File: src/rtl/pipe_addsub_unit_if.sv
// Operand/result handshake bundle for pipe_addsub_unit: producer side drives
// operands, consumer side drives out_ready and receives result, flags and count.
interface pipe_addsub_unit_if #(
  parameter int W     = 20,
  parameter int CNT_W = 16
);
  logic                in_valid;
  logic                in_ready;
  logic                op;
  logic signed [W-1:0] a;
  logic signed [W-1:0] b;
  logic                out_valid;
  logic                out_ready;
  logic signed [W-1:0] y;
  logic                cout;
  logic                ovf;
  logic [CNT_W-1:0]    txn_cnt;

  modport master (
    output in_valid, op, a, b, out_ready,
    input  in_ready, out_valid, y, cout, ovf, txn_cnt
  );

  modport slave (
    input  in_valid, op, a, b, out_ready,
    output in_ready, out_valid, y, cout, ovf, txn_cnt
  );
endinterface

File: src/rtl/pipe_addsub_unit.sv
// Pipelined signed add/subtract with valid/ready on both sides, carry/overflow
// flags and a transaction counter. Define PIPE_ADDSUB_SAT_EN to saturate y on overflow.
module pipe_addsub_unit #(
  parameter int W      = 20,
  parameter int STAGES = 2,
  parameter int CNT_W  = 16
) (
  input  logic               clk,
  input  logic               rst_n,
  pipe_addsub_unit_if.slave  bus
);

  if (STAGES < 1 || STAGES > 4 || W < 2) begin : g_bad_params
    $error("pipe_addsub_unit: STAGES must be 1..4 and W >= 2");
  end

  // W+1-bit signed result; bit W is the true sign, used for overflow detection.
  function automatic logic signed [W:0] add_sub(input logic signed [W-1:0] x,
                                                input logic signed [W-1:0] z,
                                                input logic op_sub);
    logic signed [W:0] xe;
    logic signed [W:0] ze;
    xe = x;
    ze = z;
    return op_sub ? (xe - ze) : (xe + ze);
  endfunction

  function automatic logic carry_out(input logic [W-1:0] x,
                                     input logic [W-1:0] z,
                                     input logic op_sub);
    logic [W-1:0] zz;
    zz = op_sub ? ~z : z;
    return 1'(({1'b0, x} + {1'b0, zz} + {{W{1'b0}}, op_sub}) >> W);
  endfunction

`ifdef PIPE_ADDSUB_SAT_EN
  function automatic logic signed [W-1:0] saturate(input logic signed [W:0] s);
    if (s[W] != s[W-1])
      return s[W] ? {1'b1, {(W-1){1'b0}}} : {1'b0, {(W-1){1'b1}}};
    return s[W-1:0];
  endfunction
`endif

  logic signed [W:0]   sum_c;
  logic signed [W-1:0] y_c;
  logic                cout_c;
  logic                ovf_c;

  always_comb begin
    sum_c  = add_sub(bus.a, bus.b, bus.op);
    cout_c = carry_out(bus.a, bus.b, bus.op);
    ovf_c  = sum_c[W] ^ sum_c[W-1];
`ifdef PIPE_ADDSUB_SAT_EN
    y_c    = saturate(sum_c);
`else
    y_c    = sum_c[W-1:0];
`endif
  end

  logic [STAGES:1]     vld_p;
  logic signed [W-1:0] y_p    [1:STAGES];
  logic                cout_p [1:STAGES];
  logic                ovf_p  [1:STAGES];
  logic [STAGES:1]     adv;
  logic [CNT_W-1:0]    txn_q;

  // Stage k may advance when it, or any stage after it, has a free slot, or the consumer takes.
  always_comb begin
    logic any_empty;
    any_empty = 1'b0;
    adv       = '0;
    for (int k = STAGES; k >= 1; k--) begin
      any_empty = any_empty | ~vld_p[k];
      adv[k]    = bus.out_ready | any_empty;
    end
  end

  assign bus.in_ready  = adv[1];
  assign bus.out_valid = vld_p[STAGES];
  assign bus.y         = y_p[STAGES];
  assign bus.cout      = cout_p[STAGES];
  assign bus.ovf       = ovf_p[STAGES];
  assign bus.txn_cnt   = txn_q;

  always_ff @(posedge clk or negedge rst_n) begin
    if (!rst_n) begin
      vld_p <= '0;
      txn_q <= '0;
      for (int k = 1; k <= STAGES; k++) begin
        y_p[k]    <= '0;
        cout_p[k] <= 1'b0;
        ovf_p[k]  <= 1'b0;
      end
    end else begin
      // stage 1: capture the combinational result of the accepted operation
      if (adv[1]) begin
        vld_p[1]  <= bus.in_valid;
        y_p[1]    <= y_c;
        cout_p[1] <= cout_c;
        ovf_p[1]  <= ovf_c;
      end
      // stages 2..STAGES: shift forward only into a slot that is free or draining
      for (int k = 2; k <= STAGES; k++) begin
        if (adv[k]) begin
          vld_p[k]  <= vld_p[k-1];
          y_p[k]    <= y_p[k-1];
          cout_p[k] <= cout_p[k-1];
          ovf_p[k]  <= ovf_p[k-1];
        end
      end
      if (vld_p[STAGES] && bus.out_ready)
        txn_q <= txn_q + 1'b1;
    end
  end

endmodule
File: src/flat_wrapper.sv
// flat-port wrapper written by rule: the top's interface ports become plain ports
module pipe_addsub_unit_flat 
#(
  parameter int W      = 20,
  parameter int STAGES = 2,
  parameter int CNT_W  = 16
)
  (clk, rst_n, bus_in_valid, bus_op, bus_a, bus_b, bus_out_ready, bus_in_ready, bus_out_valid, bus_y, bus_cout, bus_ovf, bus_txn_cnt);
  pipe_addsub_unit_if #(.W(W), .CNT_W(CNT_W)) bus_i ();
  input  logic clk;
  input  logic rst_n;
  input wire logic [$bits(bus_i.in_valid)-1:0] bus_in_valid;
  input wire logic [$bits(bus_i.op)-1:0] bus_op;
  input wire logic [$bits(bus_i.a)-1:0] bus_a;
  input wire logic [$bits(bus_i.b)-1:0] bus_b;
  input wire logic [$bits(bus_i.out_ready)-1:0] bus_out_ready;
  output wire logic [$bits(bus_i.in_ready)-1:0] bus_in_ready;
  output wire logic [$bits(bus_i.out_valid)-1:0] bus_out_valid;
  output wire logic [$bits(bus_i.y)-1:0] bus_y;
  output wire logic [$bits(bus_i.cout)-1:0] bus_cout;
  output wire logic [$bits(bus_i.ovf)-1:0] bus_ovf;
  output wire logic [$bits(bus_i.txn_cnt)-1:0] bus_txn_cnt;
  assign bus_i.in_valid = bus_in_valid;
  assign bus_i.op = bus_op;
  assign bus_i.a = bus_a;
  assign bus_i.b = bus_b;
  assign bus_i.out_ready = bus_out_ready;
  assign bus_in_ready = bus_i.in_ready;
  assign bus_out_valid = bus_i.out_valid;
  assign bus_y = bus_i.y;
  assign bus_cout = bus_i.cout;
  assign bus_ovf = bus_i.ovf;
  assign bus_txn_cnt = bus_i.txn_cnt;
  pipe_addsub_unit #(.W(W), .STAGES(STAGES), .CNT_W(CNT_W)) u_core (.clk(clk), .rst_n(rst_n), .bus(bus_i));
endmodule
File: config.mk
export PLATFORM = sky130hd
export DESIGN_NAME = pipe_addsub_unit_flat
export DESIGN_NICKNAME = d
export VERILOG_FILES = /design/src/rtl/pipe_addsub_unit_if.sv /design/src/rtl/pipe_addsub_unit.sv /design/src/flat_wrapper.sv
export SDC_FILE = /design/constraint.sdc
export NUM_CORES = 1
export LEC_CHECK = 0
export CAP_MARGIN = 10
export CORE_ASPECT_RATIO = 1.5
export CORE_MARGIN = 3
export CORE_UTILIZATION = 30
export DETAILED_ROUTE_END_ITERATION = 7
export DONT_BUFFER_PORTS = 1
export PLACE_DENSITY = 0.45
export SKIP_CTS_REPAIR_TIMING = 1
export SLEW_MARGIN = 15
export SYNTH_ARGS = -nofsm -noshare
export SYNTH_HDL_FRONTEND = slang
export SYNTH_SLANG_ARGS = --single-unit
File: constraint.sdc
create_clock -name clk -period 2 [get_ports clk]
set_clock_uncertainty 0.15 [all_clocks]
set_input_delay 0.5 -clock clk [delete_from_list [all_inputs] [get_ports clk]]
set_output_delay 0.5 -clock clk [all_outputs]
set_load 0.02 [all_outputs]
# Word level (Yosys, flattened, before mapping)

Index checks and enable logic that the tools add are counted.
W data, S select, Z words.

Input bits: 45
Output and inout bits: 40
Register bits: 62
Word-level logic and storage cells: 24

Add/subtract/negate cells: 5
Mux-type cells: 2
Reductions and logical operators: 1
Bitwise logic cells: 7

Operators by type and width:

| operator                | count |
|---|---|
| $add A20 B20 Y21        | 2 |
| $add A21 B1 Y21         | 1 |
| $mux W21                | 1 |
| $sub A20 B20 Y21        | 1 |
| $mux W20                | 1 |
| $not A20 Y20            | 1 |
| $add A16 B1 Y16 const B | 1 |
| $or A1 B1 Y1            | 3 |
| $not A1 Y1              | 2 |
| $logic_and A1 B1 Y1     | 1 |
| $xor A1 B1 Y1           | 1 |

# Depth between registers and ports, before layout

Depth in word-level cells: 4
Mapped depth: 15
Gate-level depth less buffers: 14

# Worst setup path before layout

OpenSTA, ideal clock, no wires.

Path kind: input to register
Start: in bus_b[4]
End: reg u_core.ovf_p[1] in the netlist's numbering
Setup time: 0.120 ns
Stages on the path: 14
Path buffers: 1
Setup slack: -1.865 ns
Arrival: 3.595 ns
Path through: or3_4 -> or4_1 -> nor2_1 -> a21oi_1 -> xnor2_1 -> ha_1 -> clkbuf_1 -> a21oi_1 -> o221ai_1 -> a221o_2 -> a21oi_1 -> a21oi_1 -> or4_1 -> o211a_1

Cells in the longest elaborated chain, start to end: 3

RTL lines:

| element                                              | RTL line                | source |
|---|---|---|
| start: declaration                                   | flat_wrapper.sv:15      | `input wire logic [$bits(bus_i.b)-1:0] bus_b;` |
| $add A20 B20 Y21 or $sub A20 B20 Y21 (tied branches) | pipe_addsub_unit.sv:25  | `return op_sub ? (xe - ze) : (xe + ze);` |
| $mux W21 *                                           | pipe_addsub_unit.sv:25  |  |
| $xor A1 B1 Y1 *                                      | pipe_addsub_unit.sv:52  | `ovf_c = sum_c[W] ^ sum_c[W-1];` |
| end signal: indexed assignment                       | pipe_addsub_unit.sv:108 | `ovf_p[k] <= ovf_p[k-1];` |
| end: declaration                                     | pipe_addsub_unit.sv:63  | `logic ovf_p [1:STAGES];` |

Every way passes the cells marked *; elsewhere a longest branch is shown, timed or not.
A chain may end at the register's enable or synchronous reset.

# Final worst setup path

Same ends and word-level chain as after synthesis.

==> flow_metrics.py <==
metrics = {
    "run_status": {
        "status": "complete, but fails checks",
        "violations": "hold timing, setup timing",
    },
    "global_route": {
        "grt_pass1_vias": 3944,
        "grt_remaining_overflow": 0,
        "grt_antenna_before_repair": 0,
        "grtUsageTotal": 0.138,
        "grt_max_degree": 63,
        "grt_pass1_wl_um": 19100,
    },
    "synth": {
        "yosys.area.top_type": "dfrtp_1",
        "synth_xor_area_frac": 0.126,
        "synth_fa_ha_area_frac": 0.115,
        "ys_seq_area_frac": 0.334,
        "netlist_area_sq_um": 4650,
        "synth-compound-area-share": 0.145,
        "synth_flop_cell": "dfrtp_1",
        "synth_top_family_by_area": "simple AND/OR/NAND/NOR gates",
        "ys_seq_elements": 62,
        "synth_edf_count": 0,
        "synth.area.top_cells": "dfrtp_1 33%, ha_1 11%, nand2_1 7.5%, xnor2_1 6.6%, xor2_1 6.0%",
        "yosys-mux-area-fraction": 0.00942,
        "avgSynthCellArea_sq_um": 8.69,
        "yosysWarnings": 0,
        "syn_nets": 622,
        "synthSimpleGateAreaFrac": 0.208,
        "async_reset_ff_frac": 1.00,
        "synth_cells": 535,
        "yosysTopAreaCellShare": 0.334,
        "synth_cell_types": 59,
    },
    "detailed_routing": {
        "drcViolationCount": 0,
        "routedWlPerCell_um": 14.9,
        "ant_nets": 0,
        "routed_wl_um": 11900,
        "drt_iter0_drc": 89,
        "drt-vias-per-instance": 4.82,
        "routed-via-count": 3844,
        "dr.pass1.iters": 4,
    },
    "place": {
        "hpwl_um": 9340,
        "place_area_sq_um": 5400,
        "pre_cts_ws_ns": -2.06,
        "portBuffers": 0,
        "dpl.cell_count": 776,
        "gp_congestion": 0.836,
    },
    "layout": {
        "instances_no_fill": 798,
        "nFillCells": 1536,
        "diodes": 0,
        "layout.nets": 682,
        "postLayoutCellArea_sq_um": 6110,
        "syn_to_final_growth_pct": 31.4,
        "drive_gt1_frac": 0.301,
    },
    "setup_path": {
        "critPathLaunchType": "input port",
        "ff2ff_path_depth": 5,
        "worstPathRequired_ns": 2.06,
        "path_max_fanout": 5,
        "timing.rr.end": "u_core.bus.txn_cnt[15]",
        "reg2reg_from": "u_core.bus.txn_cnt[1]",
        "arrival_ns": 3.68,
        "reg2reg_slack_ns": 0.19,
        "end_kind": "flop",
        "startpoint": "bus_b[4]",
        "worstSetupPathType": "input port to flop",
    },
    "clock_network": {
        "cts_buffer_depth": 2,
        "tritoncts": "yes",
        "path_clk_slew_ns": 0.05,
        "clock_latency_ns": 0.32,
        "cts_buffers": 9,
        "h-tree-depth": 3,
        "cts.sinks": 62,
        "cts_root_buffer": "clkbuf_16",
    },
    "die": {
        "ioPinCount": 85,
        "core_region_area_sq_um": 15100,
        "die_y_um": 158,
        "die_area_sq_um": 17100,
        "initial_core_util": 0.307,
        "die_x_um": 108,
        "rows": 55,
    },
    "timing": {
        "rsz0062_at_grt": "yes",
        "fin_ws_ns": -1.62,
        "slew_violations": 0,
        "fmax_mhz": 276,
        "setup_violations": 16,
        "holdWs_ns": -0.278,
        "post-route-period-util": 1.81,
        "hold_violations": 62,
        "fin_crit_ns": 3.62,
        "worstMarginPinSlew_ns": 0.361,
        "slew_headroom": 0.760,
    },
    "job": {
        "maxCapViolCount": 0,
    },
    "power_and_ir_drop": {
        "leakagePower_uw": 0.00279,
        "ir_worst_vdd_mv": 0.492,
        "power_density_nw_per_um2": 898,
    },
    "hold_path": {
        "hold_class": "input port to async pin",
    },
}
## synthesized netlist by cell type, drive strengths merged (10+ instances only)
library cell / n
xnor2: 35
a21oi: 49
buf: 21
nand2: 93
xor2: 32
a21o: 10
inv: 14
nand3: 11
dfrtp: 62
nor2: 39
ha: 41
o21ai: 21
clkbuf: 17
## critical path, stage by stage
cell and delay, ns:
or3_4 0.41, nor4_4 0.14, buf_4 0.16, nand2b_4 0.07, nor4_4 0.28, buf_4 0.16
a21oi_2 0.05, xnor2_1 0.12, ha_1 0.35, and3_4 0.19, and2_4 0.18, a2111oi_4 0.30
or3_4 0.19, nor3b_4 0.04, or4_1 0.40, o211a_1 0.12
## sequential cells by signal, indices dropped and copies added, names as in the netlist
register	flops
u_core.bus.txn_cnt	16
u_core.cout_p	1
u_core.bus.ovf	1
u_core.y_p	20
u_core.bus.y	20
u_core.bus.cout	1
u_core.vld_p	2
u_core.ovf_p	1
## layer usage
metal	vias up	GRT usage	wire, um
met4	0	0.0517	163
li1	1947	-	-
met2	87	0.252	6190
met3	10	0.0256	632
met1	1800	0.158	4870
met5	-	0	0
## report_power, final
group / internal, uW / leakage [uW] / switching, uW
combinational: 911 / 0.00188 / 894
sequential: 1600 / 0.000754 / 440
clock: 1150 / 0.000155 / 498
## cell type report
cell class / count / area [sq um] / area share
tap: 199 / 249 / 0.0408
sequential: 62 / 1550 / 0.254
inverter: 14 / 55.1 / 0.00901
clock inverter: 3 / 67.6 / 0.0111
clock buffer: 12 / 256 / 0.0420
multi-input combinational: 421 / 3240 / 0.530
timing repair buffer: 87 / 691 / 0.113
## per-stage QoR
step / util / power [uW] / hold WS (ns) / TNS (ns)
after floorplan: - / 3280 / 0.0544 / -16.64
after global placement: 0.357 / 3650 / 0.0568 / -21.84
after detailed placement: 0.357 / 3690 / 0.0576 / -22.24
after CTS: 0.378 / 5390 / -0.292 / -16.20
after global routing: 0.404 / 5840 / -0.291 / -17.38
final: 0.404 / 5490 / -0.278 / -15.61
## cell usage in the layout, fill, tap and decap left out, types with 5 or more instances in the layout
cell / synthesis / routed
nand2_1: 93 / 89
buf_4: 20 / 77
dfrtp_1: 62 / 62
ha_1: 41 / 39
a21oi_1: 49 / 36
nor2_1: 38 / 34
xor2_1: 32 / 32
xnor2_1: 35 / 32
inv_1: 13 / 12
a21oi_2: 0 / 11
o21ai_1: 11 / 10
buf_6: 1 / 10
nand3_1: 11 / 9
a21o_1: 9 / 9
clkbuf_16: 0 / 9
nand4_1: 6 / 6
o21ai_2: 0 / 6
nor3_1: 7 / 5
nand2b_1: 7 / 5
o211ai_1: 5 / 5
## worst max path at each step
| stage | end | slack (ns) | depth (start not counted) |
|---|---|---|---|
| 6_report | u_core.ovf_p[1] | -1.62 | 16 |
| 5_1_grt | u_core.ovf_p[1] | -1.76 | 16 |
| 4_1_cts | u_core.ovf_p[1] | -1.72 | 15 |
| 3_5_place_dp | u_core.ovf_p[1] | -2.06 | 15 |
| 3_3_place_gp | u_core.ovf_p[1] | -2.00 | 15 |
| 2_1_floorplan | u_core.ovf_p[1] | -1.81 | 14 |
## cell families (layout without fill, tap and decap cells)
kind of cell,count (synthesis),in the layout
muxes,4,4
and+or+nand+nor,198,198
xor gates and xnor gates,67,67
AOI/OAI and AO/OA,110,110
buffers and inverters,52,116
DFF,62,62
adders and majority gates,42,42
(Power assumes the default switching activity.)
